==> src/rtl/uart_rx_os16_if.sv <==
// Receive-side byte handshake bundle for uart_rx_os16.
// Latency: pure wiring; no storage of its own.
// Backpressure: the consumer drives rx_o_ready; the receiver holds the byte until it is accepted.
// Ports (master = receiver side):
//    rx_o_data        byte received, bit 0 first on the line
//    rx_o_data_valid  rx_o_data holds an unconsumed byte
//    rx_o_ready       consumer accepts while valid is high
//    rx_o_frame_err   one-clk pulse, stop bit sampled low
//    rx_o_overrun     one-clk pulse, new byte dropped because the holding register was full
interface uart_rx_os16_if #(
   parameter int DataBits = 8
);
   logic [DataBits-1:0] rx_o_data;
   logic                rx_o_data_valid;
   logic                rx_o_ready;
   logic                rx_o_frame_err;
   logic                rx_o_overrun;

   modport master (
      output rx_o_data,
      output rx_o_data_valid,
      input  rx_o_ready,
      output rx_o_frame_err,
      output rx_o_overrun
   );

   modport slave (
      input  rx_o_data,
      input  rx_o_data_valid,
      output rx_o_ready,
      input  rx_o_frame_err,
      input  rx_o_overrun
   );
endinterface

==> src/rtl/uart_rx_os16.sv <==
// UART receiver, 16x oversampled, LSB first, no parity, 1 stop bit, majority vote per bit.
// Latency: byte appears one edge after the mid-stop-bit vote (about 2 + 16*(DataBits+1) + 9 ticks after the start edge).
// Backpressure: one-entry holding register; a new byte arriving while it is full and not accepted is dropped and flagged.
// Ports: clk, rstn (async active-low), rx_en (hold idle when low), i_rx (async serial line),
//        rx (uart_rx_os16_if master: data/valid/ready handshake plus frame_err and overrun pulses).
module uart_rx_os16 #(
   parameter int ClkFreq  = 10_000_000,
   parameter int BaudRate = 9600,
   parameter int DataBits = 8
) (
   input  logic               clk,
   input  logic               rstn,
   input  logic               rx_en,
   input  logic               i_rx,
   uart_rx_os16_if.master     rx
);

   localparam int DivRaw = (ClkFreq + 8 * BaudRate) / (16 * BaudRate);
   localparam int Div    = (DivRaw < 1) ? 1 : DivRaw;
   localparam int DivW   = $clog2(Div) + 1;
   localparam logic [2:0] LastIdx = 3'(DataBits - 1);

   typedef enum logic [1:0] {IDLE, START, DATA, STOP} state_t;

   state_t               state, state_next;
   logic                 rx_m, rx_s, rx_prev;
   logic [DivW-1:0]      div_cnt;
   logic [3:0]           os_cnt;
   logic                 vote7, vote8;
   logic [2:0]           bit_idx;
   logic [DataBits-1:0]  shreg;

   logic                 tick, fall, start_det, vote_now, voted;
   logic                 frame_good, frame_bad, bit_we, idx_clr;

   assign tick     = (div_cnt == DivW'(Div - 1));
   assign fall     = rx_prev & ~rx_s;
   assign vote_now = tick && (os_cnt == 4'd9);
   // Majority of the samples taken at os_cnt 7, 8 and the live one at 9.
   assign voted    = (vote7 & vote8) | (vote7 & rx_s) | (vote8 & rx_s);

   // Two-flop synchronizer plus edge-detect history; idle level is 1.
   always_ff @(posedge clk or negedge rstn) begin
      if (!rstn) begin
         rx_m    <= 1'b1;
         rx_s    <= 1'b1;
         rx_prev <= 1'b1;
      end else begin
         rx_m    <= i_rx;
         rx_s    <= rx_m;
         rx_prev <= rx_s;
      end
   end

   // Tick divider and oversample counter; both restart on the start edge so
   // os_cnt 8 lands in the middle of every bit.
   always_ff @(posedge clk or negedge rstn) begin
      if (!rstn) begin
         div_cnt <= '0;
         os_cnt  <= '0;
         vote7   <= 1'b0;
         vote8   <= 1'b0;
      end else begin
         if (start_det || tick) div_cnt <= '0;
         else                   div_cnt <= div_cnt + 1'b1;

         if (start_det)  os_cnt <= '0;
         else if (tick)  os_cnt <= os_cnt + 1'b1;

         if (tick && os_cnt == 4'd7) vote7 <= rx_s;
         if (tick && os_cnt == 4'd8) vote8 <= rx_s;
      end
   end

   always_ff @(posedge clk or negedge rstn) begin
      if (!rstn) state <= IDLE;
      else       state <= state_next;
   end

   always_comb begin
      state_next = state;
      start_det  = 1'b0;
      frame_good = 1'b0;
      frame_bad  = 1'b0;
      bit_we     = 1'b0;
      idx_clr    = 1'b0;
      case (state)
         IDLE: begin
            if (rx_en && fall) begin
               start_det  = 1'b1;
               state_next = START;
            end
         end
         START: begin
            if (vote_now) begin
               if (voted) begin
                  state_next = IDLE;        // glitch, not a real start bit
               end else begin
                  idx_clr    = 1'b1;
                  state_next = DATA;
               end
            end
         end
         DATA: begin
            if (vote_now) begin
               bit_we = 1'b1;
               if (bit_idx == LastIdx) state_next = STOP;
            end
         end
         STOP: begin
            // Leave at mid-stop so the following start edge is not missed.
            if (vote_now) begin
               state_next = IDLE;
               frame_good = voted;
               frame_bad  = ~voted;
            end
         end
         default: state_next = IDLE;
      endcase
      // Disable aborts silently; the holding register keeps working.
      if (!rx_en) begin
         state_next = IDLE;
         start_det  = 1'b0;
         frame_good = 1'b0;
         frame_bad  = 1'b0;
         bit_we     = 1'b0;
         idx_clr    = 1'b0;
      end
   end

   always_ff @(posedge clk or negedge rstn) begin
      if (!rstn) begin
         bit_idx <= '0;
         shreg   <= '0;
      end else begin
         if (idx_clr)     bit_idx <= '0;
         else if (bit_we) bit_idx <= bit_idx + 1'b1;
         if (bit_we) shreg[bit_idx] <= voted;
      end
   end

   // Holding register: an accept in the same cycle as a new byte frees the
   // slot, so the new byte loads and valid stays up without an overrun.
   always_ff @(posedge clk or negedge rstn) begin
      if (!rstn) begin
         rx.rx_o_data       <= '0;
         rx.rx_o_data_valid <= 1'b0;
         rx.rx_o_frame_err  <= 1'b0;
         rx.rx_o_overrun    <= 1'b0;
      end else begin
         rx.rx_o_frame_err <= frame_bad;
         rx.rx_o_overrun   <= frame_good && rx.rx_o_data_valid && !rx.rx_o_ready;
         if (frame_good && (!rx.rx_o_data_valid || rx.rx_o_ready)) begin
            rx.rx_o_data       <= shreg;
            rx.rx_o_data_valid <= 1'b1;
         end else if (rx.rx_o_data_valid && rx.rx_o_ready) begin
            rx.rx_o_data_valid <= 1'b0;
         end
      end
   end

endmodule

==> src/flat_wrapper.sv <==
// flat-port wrapper written by rule: the top's interface ports become plain ports
module uart_rx_os16_flat 
#(
   parameter int ClkFreq  = 10_000_000,
   parameter int BaudRate = 9600,
   parameter int DataBits = 8
)
  (clk, rstn, rx_en, i_rx, rx_rx_o_data, rx_rx_o_data_valid, rx_rx_o_ready, rx_rx_o_frame_err, rx_rx_o_overrun);
  uart_rx_os16_if #(.DataBits(DataBits)) rx_i ();
  input  logic clk;
  input  logic rstn;
  input  logic rx_en;
  input  logic i_rx;
  output wire logic [$bits(rx_i.rx_o_data)-1:0] rx_rx_o_data;
  output wire logic [$bits(rx_i.rx_o_data_valid)-1:0] rx_rx_o_data_valid;
  input wire logic [$bits(rx_i.rx_o_ready)-1:0] rx_rx_o_ready;
  output wire logic [$bits(rx_i.rx_o_frame_err)-1:0] rx_rx_o_frame_err;
  output wire logic [$bits(rx_i.rx_o_overrun)-1:0] rx_rx_o_overrun;
  assign rx_rx_o_data = rx_i.rx_o_data;
  assign rx_rx_o_data_valid = rx_i.rx_o_data_valid;
  assign rx_i.rx_o_ready = rx_rx_o_ready;
  assign rx_rx_o_frame_err = rx_i.rx_o_frame_err;
  assign rx_rx_o_overrun = rx_i.rx_o_overrun;
  uart_rx_os16 #(.ClkFreq(ClkFreq), .BaudRate(BaudRate), .DataBits(DataBits)) u_core (.clk(clk), .rstn(rstn), .rx_en(rx_en), .i_rx(i_rx), .rx(rx_i));
endmodule
==> config.mk <==
export PLATFORM = sky130hd
export DESIGN_NAME = uart_rx_os16_flat
export DESIGN_NICKNAME = d
export VERILOG_FILES = /design/src/rtl/uart_rx_os16_if.sv /design/src/rtl/uart_rx_os16.sv /design/src/flat_wrapper.sv
export SDC_FILE = /design/constraint.sdc
export NUM_CORES = 1
export LEC_CHECK = 0
export CAP_MARGIN = 25
export CORE_ASPECT_RATIO = 2
export CORE_MARGIN = 2
export CORE_UTILIZATION = 53
export DETAILED_ROUTE_END_ITERATION = 6
export HOLD_SLACK_MARGIN = 0.12
export PLACE_DENSITY = 0.74
export SLEW_MARGIN = 0
export SYNTH_ARGS = -nofsm -noshare
export SYNTH_HDL_FRONTEND = slang
export SYNTH_SLANG_ARGS = --single-unit
export TNS_END_PERCENT = 20
==> constraint.sdc <==
create_clock -name clk -period 4.2 [get_ports clk]
set_input_delay 0.42 -clock clk [delete_from_list [all_inputs] [get_ports clk]]
set_output_delay 0.42 -clock clk [all_outputs]
set_load 0.02 [all_outputs]
**Word level (Yosys, flattened, before mapping)**

Cells that the tools add are included.

- Flip-flop bits (word level): 41
- Input port bits: 5
- Output and inout port bits: 11

- Add/sub/neg operators: 3
- Order comparisons: 2
- Equal/unequal tests: 13
- Mux-type cells: 34
- Bitwise operators: 8
- Reduce and logical (&&, ||, !) cells: 18

Operators with widths:

| kind | number |
|---|---|
| 1-bit 2-to-1 mux | 19 |
| 3-bit by 2-bit != test with 1-bit output (second input constant) | 5 |
| 2-bit 2-to-1 mux | 7 |
| 1-bit logical AND | 9 |
| 8-bit by 1-bit adder with 8-bit output (second input constant) | 1 |
| 8-bit bitwise mux | 1 |
| 4-bit equality test (second input constant) | 2 |
| 8-bit by 7-bit equality test with 1-bit output (second input constant) | 1 |
| 4-bit 2-to-1 mux | 2 |
| 8-bit 2-to-1 mux | 1 |
| 2-bit one-hot mux with 4 select lines | 1 |
| 3-bit 2-to-1 mux | 2 |
| 2-bit nonzero test | 3 |
| 5-bit AND reduction | 1 |
| 4-bit by 1-bit adder with 4-bit output (second input constant) | 1 |
| 1-bit bitwise AND | 4 |
| 2-bit equality test (second input constant) | 2 |
| 4-bit by 3-bit equality test with 1-bit output (second input constant) | 1 |
| 3-bit by 4-bit < comparator with 1-bit output (second input constant) | 1 |
| 3-bit by 1-bit adder with 3-bit output (second input constant) | 1 |
| 1-bit demux with 3-bit select | 1 |
| 3-bit equality test (second input constant) | 1 |
| 3-bit by 1-bit >= comparator with 1-bit output (second input constant) | 1 |
| 2-bit by 1-bit equality test with 1-bit output (second input constant) | 1 |
| 5 further kinds | 9 |

**Depth between registers and ports, before layout**

Gate-level depths: netlist of run 1.

- Depth in word-level cells: 8
- Mapped depth: 6
- Mapped depth without buffers: 6

**Worst setup path before layout of run 1**

OpenSTA, ideal clock, no wires.

- Path kind: flip-flop to flip-flop
- From: reg u_core.div_cnt[0]
- To: reg u_core.shreg[2]
- Data arrival time: 1.782 ns
- Data required time: 4.075 ns
- Setup slack: 2.293 ns
- Cell stages (with the launch flop): 7
- Path buffers: 0
- Period minus slack after synthesis: 1.907 ns
- Cells stage by stage: dfrtp_1 > inv_1 > ha_1 > nor4bb_1 > nand3_4 > nor4_2 > mux2_2

- Word-level cells in the longest chain between the ends: 5

Ends and longest elaborated chain:

| item | line | text |
|---|---|---|
| start, declared | uart_rx_os16.sv:27 | `logic [DivW-1:0] div_cnt;` |
| start signal, assigned | uart_rx_os16.sv:65 | `else div_cnt <= div_cnt + 1'b1;` |
| 8-bit by 7-bit equality test with 1-bit output | uart_rx_os16.sv:36 | `assign tick = (div_cnt == DivW'(Div - 1));` |
| 1-bit logical AND | uart_rx_os16.sv:38 | `assign vote_now = tick && (os_cnt == 4'd9);` |
| 1-bit 2-to-1 mux | uart_rx_os16.sv:105 | `if (vote_now) begin` |
| 1-bit 2-to-1 mux | uart_rx_os16.sv:87 | `case (state)` |
| 1-bit 2-to-1 mux | uart_rx_os16.sv:121 | `if (!rx_en) begin` |
| end signal, assigned by index | uart_rx_os16.sv:138 | `if (bit_we) shreg[bit_idx] <= voted;` |
| end, declared | uart_rx_os16.sv:31 | `logic [DataBits-1:0] shreg;` |

Every way passes these cells.
A chain may end at the register's enable or synchronous reset.

**Worst setup path after layout of run 1**

- From: reg u_core.div_cnt[0]
- To: reg u_core.vote8

- Word-level cells in the longest chain between the ends: 2

Ends and longest elaborated chain:

| item | line | text |
|---|---|---|
| 8-bit by 7-bit equality test with 1-bit output | uart_rx_os16.sv:36 |  |
| 1-bit logical AND | uart_rx_os16.sv:71 | `if (tick && os_cnt == 4'd8) vote8 <= rx_s;` |
| end signal, assigned | uart_rx_os16.sv:71 |  |
| end, declared | uart_rx_os16.sv:29 | `logic vote7, vote8;` |

Every way passes these cells.

==> impl_results.md, run 1 <==
* Worst reg2reg path depth at 6
* Final Hold Vio Count at 0
* Syn nets at around 170
* H-tree depth at 2
* Worst-path clk slew at 0.07 ns
* CTS resizes at 0
* WL per Instance at roughly 15 um
* Largest net degree at the start of global routing at 42
* Sink Count at just over 40
* Worst IR Drop VDD at just over 0.3 mV
* Routed WL at roughly 3300 um
* Vias in the first global route at about 1300
* Fin util at approximately three fifths
* Crit path capture type: flip-flop
* CTS tree: yes
* DP Area at 0.00213 mm2
* Diode count at 0
* Status: finished, final reports clean
* NumNets Final at 190
* RSZ-0062 raised after global routing: false
* Drt first pass iters at 4
* Slew @ Worst Pin at 0.868 ns
* Ranking of synthesized cells by area: dfrtp_1, mux2_2, ha_1
* Share of layout cells above drive strength 1 at about a fifth
* WS Path Type: flip-flop to flip-flop
* Total GRT Usage at approximately a fifth
* Placement Setup Slack at approximately 1.8 ns
* Critical path required time at about 4.4 ns
* Cell Pwr Density at 355 mW/mm2
* DRT iter0 DRCs at 25
* First-pass GRT wire length at between 6000 and 7000 um
* P_leak at 1.01 nW
* Initial core utilization at a little over half
* # DRC at 0
* Top Ports at 16
* Count leader, synth: dfrtp_1
* Via density at about 5.4
* Cell Rows at 31
* Crit path time final at approximately 2.2 ns
* # setup viols final at 0
* Core ar. at roughly 0.0036 mm2
* Clk_lat worst skew at roughly 0.29 ns
* Initial antenna violation count at 0
* Clock skew at approximately 0.0056 ns
* Final Max Slew Viols at 0
* HP Class: primary input to asynchronous set/reset pin
* Routed Antenna Nets at 0
* Max-cap check violation count at 0
* Post-route cell area at roughly 0.0022 mm2
* Die ar. at between 0.004 and 0.005 mm2
* PortBufs at 15
* Worst slew margin at a little over two fifths
* Cts hold-fix bufs at 0
* Post-synth ARST share at 100%
* Mapped Cells at between 150 and 200
* Crit Path Max Fanout at 8
* Die W at about 47 um
* Clk buf depth at 2
* #FFs+latches synth at 41
* Synth Cell Area at between 0.0015 and 0.002 mm2
* Post-synth cell types at 37
* Die height at 89.4 um
* Detailed-placement wirelength estimate at roughly 2500 um
* Register area share after synthesis at 53.3%
* Synth Flop Type: dfrtp_1
* Root Buffer: clkbuf_8
* Area grow syn2layout at 14.3%
* Ys Warns at 0
* Post-synth top area cell: dfrtp_1
* Vias at between 1000 and 1500
* GR Overflow Total at 0
* Setup TNS at 0 ns
* CTS buffer count at 5
* Final period util at 53.5%
* Number of synthesized flops with an enable pin at 0
* Synthesized area per cell at roughly 12 um2
* Max Freq at ~440 MHz
* Crit path launch type: flip-flop
* RD Place Congestion at 0.771
* Arrival time worst endpoint at about 2.4 ns
* Hold WS at 0.245 ns
* Setup Fix Bufs, Post-CTS at 0
* Setup slack after layout at 1.95 ns
* Commonest cells post-synth: dfrtp_1, mux2_2, nor2_1
* Top-area cell type share of the netlist area at between 40% and 50%
## per-stage QoR
step                      power [mW]  std cells
final                          0.784        228
after global routing           0.829        228
after CTS                      0.797        228
after detailed placement       0.552        220
after global placement         0.546        220
after floorplan                0.518        159
## state kept, by name (all words and copies together), names as in the netlist, 2 cells and up
register and cells:
u_core.div_cnt 8, u_core.rx.rx_o_data 8, u_core.shreg 8, u_core.os_cnt 4, u_core.bit_idx 3, u_core.state 2
## path summary, 6_finish.rpt
path	start	to	slack [ns]
max	u_core.div_cnt[0]	u_core.vote8	1.95
min	rstn	u_core.div_cnt[6]	0.24
max reg2reg	u_core.div_cnt[0]	u_core.vote8	1.95
min reg2reg	u_core.rx_m	u_core.rx_s	0.36
max in group asynchronous	rstn	u_core.vote7	3.41
min in group clk	u_core.rx_m	u_core.rx_s	0.36
## cell families (layout without fill, tap and decap cells)
logic type	count (synthesis)	in the layout	synth area share, %
fa+ha+maj	8	8	5.05
flops	41	41	53.3
compound gates	6	6	2.33
xor+xnor	9	9	4.08
mux	19	19	11.1
buf+inv	8	28	1.56
simple gates	68	68	22.6
## cell usage in the layout (no fill, tap or decap), types with 2 or more instances in the layout
cell             count
and3_1               2
ha_1                 7
inv_1                5
xor2_1               7
nand3_1             10
xnor2_1              2
nand2_1              8
and3b_1              2
nand2b_1             5
clkbuf_1             3
nor3_1               4
nor2_1              16
clkdlybuf4s50_1     14
dfstp_2              3
nor4_1               3
dfrtp_1             38
and4_2               2
clkbuf_8             5
mux2_2              19
a22o_1               2
nor3b_1              3
## routing by layer
| layer | GRT usage, % | up-vias | part of all wire (%) |
|---|---|---|---|
| met5 | 0 | - | 0 |
| met4 | 8.33 | 0 | 1.6 |
| met3 | 4.85 | 5 | 2.3 |
| met2 | 35.5 | 15 | 58 |
| met1 | 22.4 | 622 | 38 |
| li1 | - | 595 | - |
## cell type report
class / instances / area, um2
tap: 49 / 61.3
clock buffer: 8 / 80.1
fill: 321 / 1360
inverter: 5 / 18.8
timing repair buffer: 15 / 145
multi-input combinational: 110 / 871
sequential: 41 / 1030
## where the power goes
part | switching [mW] | internal (mW) | total [mW]
Combinational | 0.0465 | 0.0370 | 0.0835
Sequential | 0.0394 | 0.421 | 0.460
Clock | 0.122 | 0.118 | 0.240
Total | 0.208 | 0.576 | 0.784
## critical path: stages (launching register included)
cell and delay, ns:
dfrtp_1 0.43, inv_1 0.08, ha_1 0.17, nor3b_2 0.48, nand2_1 0.27, nor3_1 0.33, mux2_2 0.37
(Power assumes the default switching activity.)
==> run 2: changes to the inputs <==
==> constraint.sdc (replaced) <==
create_clock -name clk -period 2.1 [get_ports clk]
set_input_delay 0.21 -clock clk [delete_from_list [all_inputs] [get_ports clk]]
set_output_delay 0.21 -clock clk [all_outputs]
set_load 0.02 [all_outputs]
==> run 2 against run 1 <==
Effect of this change:
- fmax increased by 13%
- power increased by 110%
- combinational power rose by 150%
- clock-buffer cell count fell by 2
- final area rose by 4.7%
- critical path depth increased by 1
- critical endpoint is now u_core.shreg[7]
- highest routed layer unchanged
==> impl_results.md, run 2 (synthesized netlist as in run 1, its figures left out) <==
* First-pass GRT wire length at ~6000 um
* Detailed-placement wirelength estimate at approximately 2700 um
* Die ar. at ~0.0042 mm2
* Cell Pwr Density at 717 mW/mm2
* Largest net degree at the start of global routing at 42
* Status: finished, final reports clean
* Worst IR Drop VDD at around 0.51 mV
* Setup TNS at 0 ns
* Top Ports at 16
* Routed Antenna Nets at 0
* Commonest non-fill, non-tap cells in the layout: dfrtp_1, mux2_2, nor2_1
* Final period util at approximately 94%
* Final Hold Vio Count at 0
* Drt first pass iters at 3
* Clk buf depth at 2
* DRT iter0 DRCs at 32
* Clock skew at roughly 0.0064 ns
* Power Total at about 1.7 mW
* H-tree depth at 2
* Max-cap check violation count at 0
* Crit path capture type: flip-flop
* # setup viols final at 0
* Cell Rows at 31
* Root Buffer: clkbuf_8
* Total GRT Usage at 20.2%
* DR WL met3 at 72 um
* Routed wl met2 at 2100 um
* Core ar. at between 0.003 and 0.004 mm2
* Worst-path clk slew at 0.08 ns
* Share of layout cells above drive strength 1 at approximately 27%
* Routed WL at 3600 um
* CTS buffer count at 5
* DR top layer: met4
* CTS tree: yes
* WL per Instance at 15.2 um
* Die W at about 47 um
* Vias at 1261
* Placement Setup Slack at slightly above 0.07 ns
* Crit path launch type: flip-flop
* Worst reg2reg path depth at 7
* Setup slack after layout at roughly 0.12 ns
* Worst stage delay on the critical path at approximately 0.43 ns
* Final Max Slew Viols at 0
* PortBufs at 15
* NumNets Final at approximately 200
* RD Place Congestion at between 0.7 and 0.8
* Slowest CP cell: dfrtp_1
* Clk_lat worst skew at ~0.29 ns
* Max Freq at roughly 500 MHz
* Initial core utilization at a little over half
* Worst slew margin at approximately two fifths
* Diode count at 0
* Worst path cell trace: inv_1, ha_1, nor4bb_2, buf_4, nand3_4, nor3_1, mux2_2
* Slew @ Worst Pin at about 0.9 ns
* Die height at a little under 90 um
* Critical path required time at 2.28 ns
* Arrival time worst endpoint at 2.17 ns
* GR Overflow Total at 0
* Initial antenna violation count at 0
* HP Class: primary input to flip-flop
* Crit Path Max Fanout at 6
* Sink Count at 41
* Cell count of the worst hold path at 1
* Fin util at 64.7%
* Area grow syn2layout at 19.6%
* Via density at 5.32
* Setup Fix Bufs, Post-CTS at 0
* Vias in the first global route at approximately 1300
* P_leak at about 1.1 nW
* Top flop regs: u_core.div_cnt (8), u_core.rx.rx_o_data (8), u_core.shreg (8)
* Crit path time final at a little under 2 ns
* # DRC at 0
* Commonest non-fill, non-tap cell in the layout: dfrtp_1
* M1 WL at 1300 um
* WS Path Type: flip-flop to flip-flop
[run 2: power breakdown]
part	internal (mW)	switching [mW]	total [mW]
Sequential	0.841	0.0757	0.917
Combinational	0.0974	0.109	0.207
Clock	0.266	0.266	0.532
Total	1.20	0.451	1.66
[run 2: critical path: cells and delay by family (launching register included)]
| kind | cells | cell delay [ns] |
|---|---|---|
| adders and majority gates | 1 | 0.16 |
| and+or+nand+nor | 3 | 0.66 |
| buffers and inverters | 2 | 0.25 |
| muxes | 1 | 0.37 |
| DFF | 1 | 0.43 |
[run 2: final cells by class]
cell class | count | area (um2)
timing repair buffer | 24 | 215
fill | 277 | 1260
clock inverter | 2 | 13.8
sequential | 41 | 1030
multi-input combinational | 110 | 887
clock buffer | 6 | 82.6
inverter | 5 | 18.8
tap | 49 | 61.3
[run 2: timing repair]
| action | in CTS | in global routing |
|---|---|---|
| endpoints found under the hold margin | 38 | 0 |
| resized for setup | 0 | 3 |
| setup endpoints to repair | 0 | 7 |
| hold buffers | 1 | 0 |
[run 2: final timing paths]
| kind | from | to | slack, ns |
|---|---|---|---|
| setup / recovery | u_core.div_cnt[1] | u_core.shreg[7] | 0.12 |
| hold / removal | i_rx | u_core.rx_m | 0.32 |
| setup reg to reg | u_core.div_cnt[1] | u_core.shreg[7] | 0.12 |
| hold reg to reg | u_core.rx_m | u_core.rx_s | 0.36 |
| max in group asynchronous | rstn | u_core.div_cnt[3] | 0.97 |
| min in group asynchronous | rstn | u_core.rx.rx_o_data[6] | 0.58 |
[run 2: per-stage QoR]
step	cells	area, um2	hold WS (ns)
6_report	237	2310	0.316
5_1_grt	237	2310	0.325
4_1_cts	237	2290	0.312
3_5_place_dp	228	2190	0.347
3_3_place_gp	228	2190	0.346
2_1_floorplan	159	1930	-0.0856
[run 2: routing by layer]
| layer | vias up | track usage (%) |
|---|---|---|
| li1 | 615 | - |
| met1 | 619 | 20.2 |
| met2 | 18 | 36.7 |
| met3 | 9 | 4.04 |
| met4 | 0 | 11.1 |
| met5 | - | 0 |
==> run 3: changes to the inputs <==
--- a/config.mk
+++ b/config.mk
@@ -9,7 +9,9 @@
 export CORE_ASPECT_RATIO = 2
 export CORE_MARGIN = 2
 export CORE_UTILIZATION = 53
+export CTS_CLUSTER_SIZE = 40
 export DETAILED_ROUTE_END_ITERATION = 6
+export GPL_ROUTABILITY_DRIVEN = 0
 export HOLD_SLACK_MARGIN = 0.12
 export PLACE_DENSITY = 0.74
 export SLEW_MARGIN = 0
==> results of run 3 <==
No change in the layout: final DEF, timing and power equal those of run 2.
==> RTL change, RTL diff (flow settings as in run 3) <==
`BaudRate` is set to 9600 in 2 places; all go to 19200.
--- a/src/rtl/uart_rx_os16.sv
+++ b/src/rtl/uart_rx_os16.sv
@@ -5,7 +5,7 @@
 //        rx (uart_rx_os16_if master: data/valid/ready handshake plus frame_err and overrun pulses).
 module uart_rx_os16 #(
    parameter int ClkFreq  = 10_000_000,
-   parameter int BaudRate = 9600,
+   parameter int BaudRate = 19200,
    parameter int DataBits = 8
 ) (
    input  logic               clk,
--- a/src/flat_wrapper.sv
+++ b/src/flat_wrapper.sv
@@ -2,7 +2,7 @@
 module uart_rx_os16_flat 
 #(
    parameter int ClkFreq  = 10_000_000,
-   parameter int BaudRate = 9600,
+   parameter int BaudRate = 19200,
    parameter int DataBits = 8
 )
   (clk, rstn, rx_en, i_rx, rx_rx_o_data, rx_rx_o_data_valid, rx_rx_o_ready, rx_rx_o_frame_err, rx_rx_o_overrun);
Formal check against the unedited RTL: no difference found for any inputs over 10 cycles, from zero or initial values and one cycle with rstn low; that may be too few to reach the edited logic, so the function may still have changed.
==> RTL change against run 3 <==
Clock power down 5.1%. Area after synthesis down 2.2%. Sequential cell count down 1. Maximum frequency down 1.7%. Global-route usage about the same. Setup slack worse by 35 ps. Design area down 0.70%. Clock skew up 1.2 ps. Routed wire length up 0.69%. Synthesized cell count down 0.63%. Hold slack better by 8.0 ps. Critical path type unchanged. Core utilization up 2.4 points. Power up 5.4%.
==> RTL change: results (changes against run 3) <==
first-pass GRT wire length - 5.82 mm (-2.5%)
clock buffer count in the final layout - 8 (+2)
crit path max fanout - 8 (+2)
Slew headroom - 42.5% (+1.5 points)
layout cells sized above 1 - 22.5% (-4.7 points)
commonest cells in the netlist - dfrtp_1 (37), mux2_2 (15), nor2_1 (14), nand3_1 (10)
via/cell ratio - 5.50 (+3.4%)
Initial DRC Count - 25 (-22%)
Data arrival, critical path - 2190 ps (+20 ps)
sequential cell area share - 43.8% (-0.78 points)
DRT Pass-1 Iters - 4 (+1)
total number of vias - 1293 (+2.5%)
VDD IR max - 0.659 mV (+30%)
reg2reg start - u_core.div_cnt[0]
Clock Skew - 7.62 ps (+1.20 ps)
Area Overhead vs Synth - 21.4%
Power Density - 761 nW/um^2 (+6.1%)
Avg WL per Cell - 15.4 microns (+1.6%)
status - finished, final reports clean
Signal buffers - 25 (+4.2%)
R2R cell count - 7 (unchanged)
Crit Path Class - reg -> reg
setup ws final - 80.9 ps (-35.0 ps)
syn nets - 170 (-0.58%)
top post-synthesis cells by area - dfrtp_1 (49%), mux2_2 (8.9%), ha_1 (4.6%), dfstp_2 (4.2%), nor2_1 (2.8%)
cell area after placement - 2100 sq um (-3.9%)
Fillers - 262 (-5.4%)
hold_ws - 324 ps (+7.97 ps)
FF-to-FF setup slack - 80 ps (-30 ps)
placed insts - 220 (-3.5%)
pre-CTS setup slack - 50.9 ps (-20.6 ps)
# nets final - 198 (-0.50%)
Seq cells post-synth - 40 (-2.4%)
Data buffer area share - 9.88% (+0.56 points)
post-DP HPWL - 2.63 mm (-1.8%)
sequential-to-total area share from yosys stat - 53.2% (-0.12 points)
comb_multi_in - 108 (-1.8%)
Clock-cell share - 3.93% (-0.24 points)
overall routing resource usage - 20.2% (-0.037 points)
largest net degree at the start of global routing - 41 (-2.4%)
Avg Cell Area, Syn - 11.9 sq um (-1.6%)
Inverters - 6 (+1)
CP Capture Point - u_core.rx.rx_o_data[3]
biggest regs - u_core.rx.rx_o_data: 8 flops, u_core.shreg: 8 flops, u_core.div_cnt: 7 flops
## RTL change: changes by cell type after synthesis, moves of 3 or more
cell      before  now
mux2_2        19   15
nor4b_1        0    3
nand4_1        1    4
nand2b_1       5    2
## RTL change: kinds of logic after synthesis
| family | share of synthesized area (%) |
|---|---|
| multiplexers | 10.7 |
| AO/OA/AOI/OAI | 4.57 |
| buffers and inverters | 2.05 |
| AND/OR/NAND/NOR | 20.6 |
| adder cells (fa/ha/maj) | 5.17 |
| flip-flops | 53.2 |
| XOR/XNOR | 3.71 |
## RTL change: power by group
group | internal, mW | leakage [nW] | switching, mW | total [mW]
Clock | 0.268 | 0.0455 | 0.237 | 0.505
Combinational | 0.161 | 0.469 | 0.164 | 0.325
Sequential | 0.834 | 0.540 | 0.0816 | 0.915
Total | 1.26 | 1.05 | 0.483 | 1.74
## RTL change: layer usage
| metal | part of all wire [%] | global-route usage, % | vias up |
|---|---|---|---|
| met2 | 55 | 35.0 | 25 |
| li1 | - | - | 619 |
| met1 | 38 | 21.2 | 637 |
| met5 | 0 | 0 | - |
| met3 | 2.7 | 4.69 | 12 |
| met4 | 4.5 | 11.2 | 0 |
## RTL change: repair_timing
| item | 4_1_cts | 5_1_grt |
|---|---|---|
| hold buffers | 1 | 0 |
| endpoints found under the hold margin | 37 | 0 |
| gates resized for setup | 0 | 10 |
| setup endpoints to repair | 0 | 12 |
| setup buffers | 0 | 6 |
## RTL change: through the flow
stage          util [%]  total power [mW]
2_1_floorplan         -              1.09
3_5_place_dp       61.5              1.18
3_3_place_gp       61.5              1.16
4_1_cts            64.4              1.69
5_1_grt            67.1              1.84
6_report           67.1              1.74
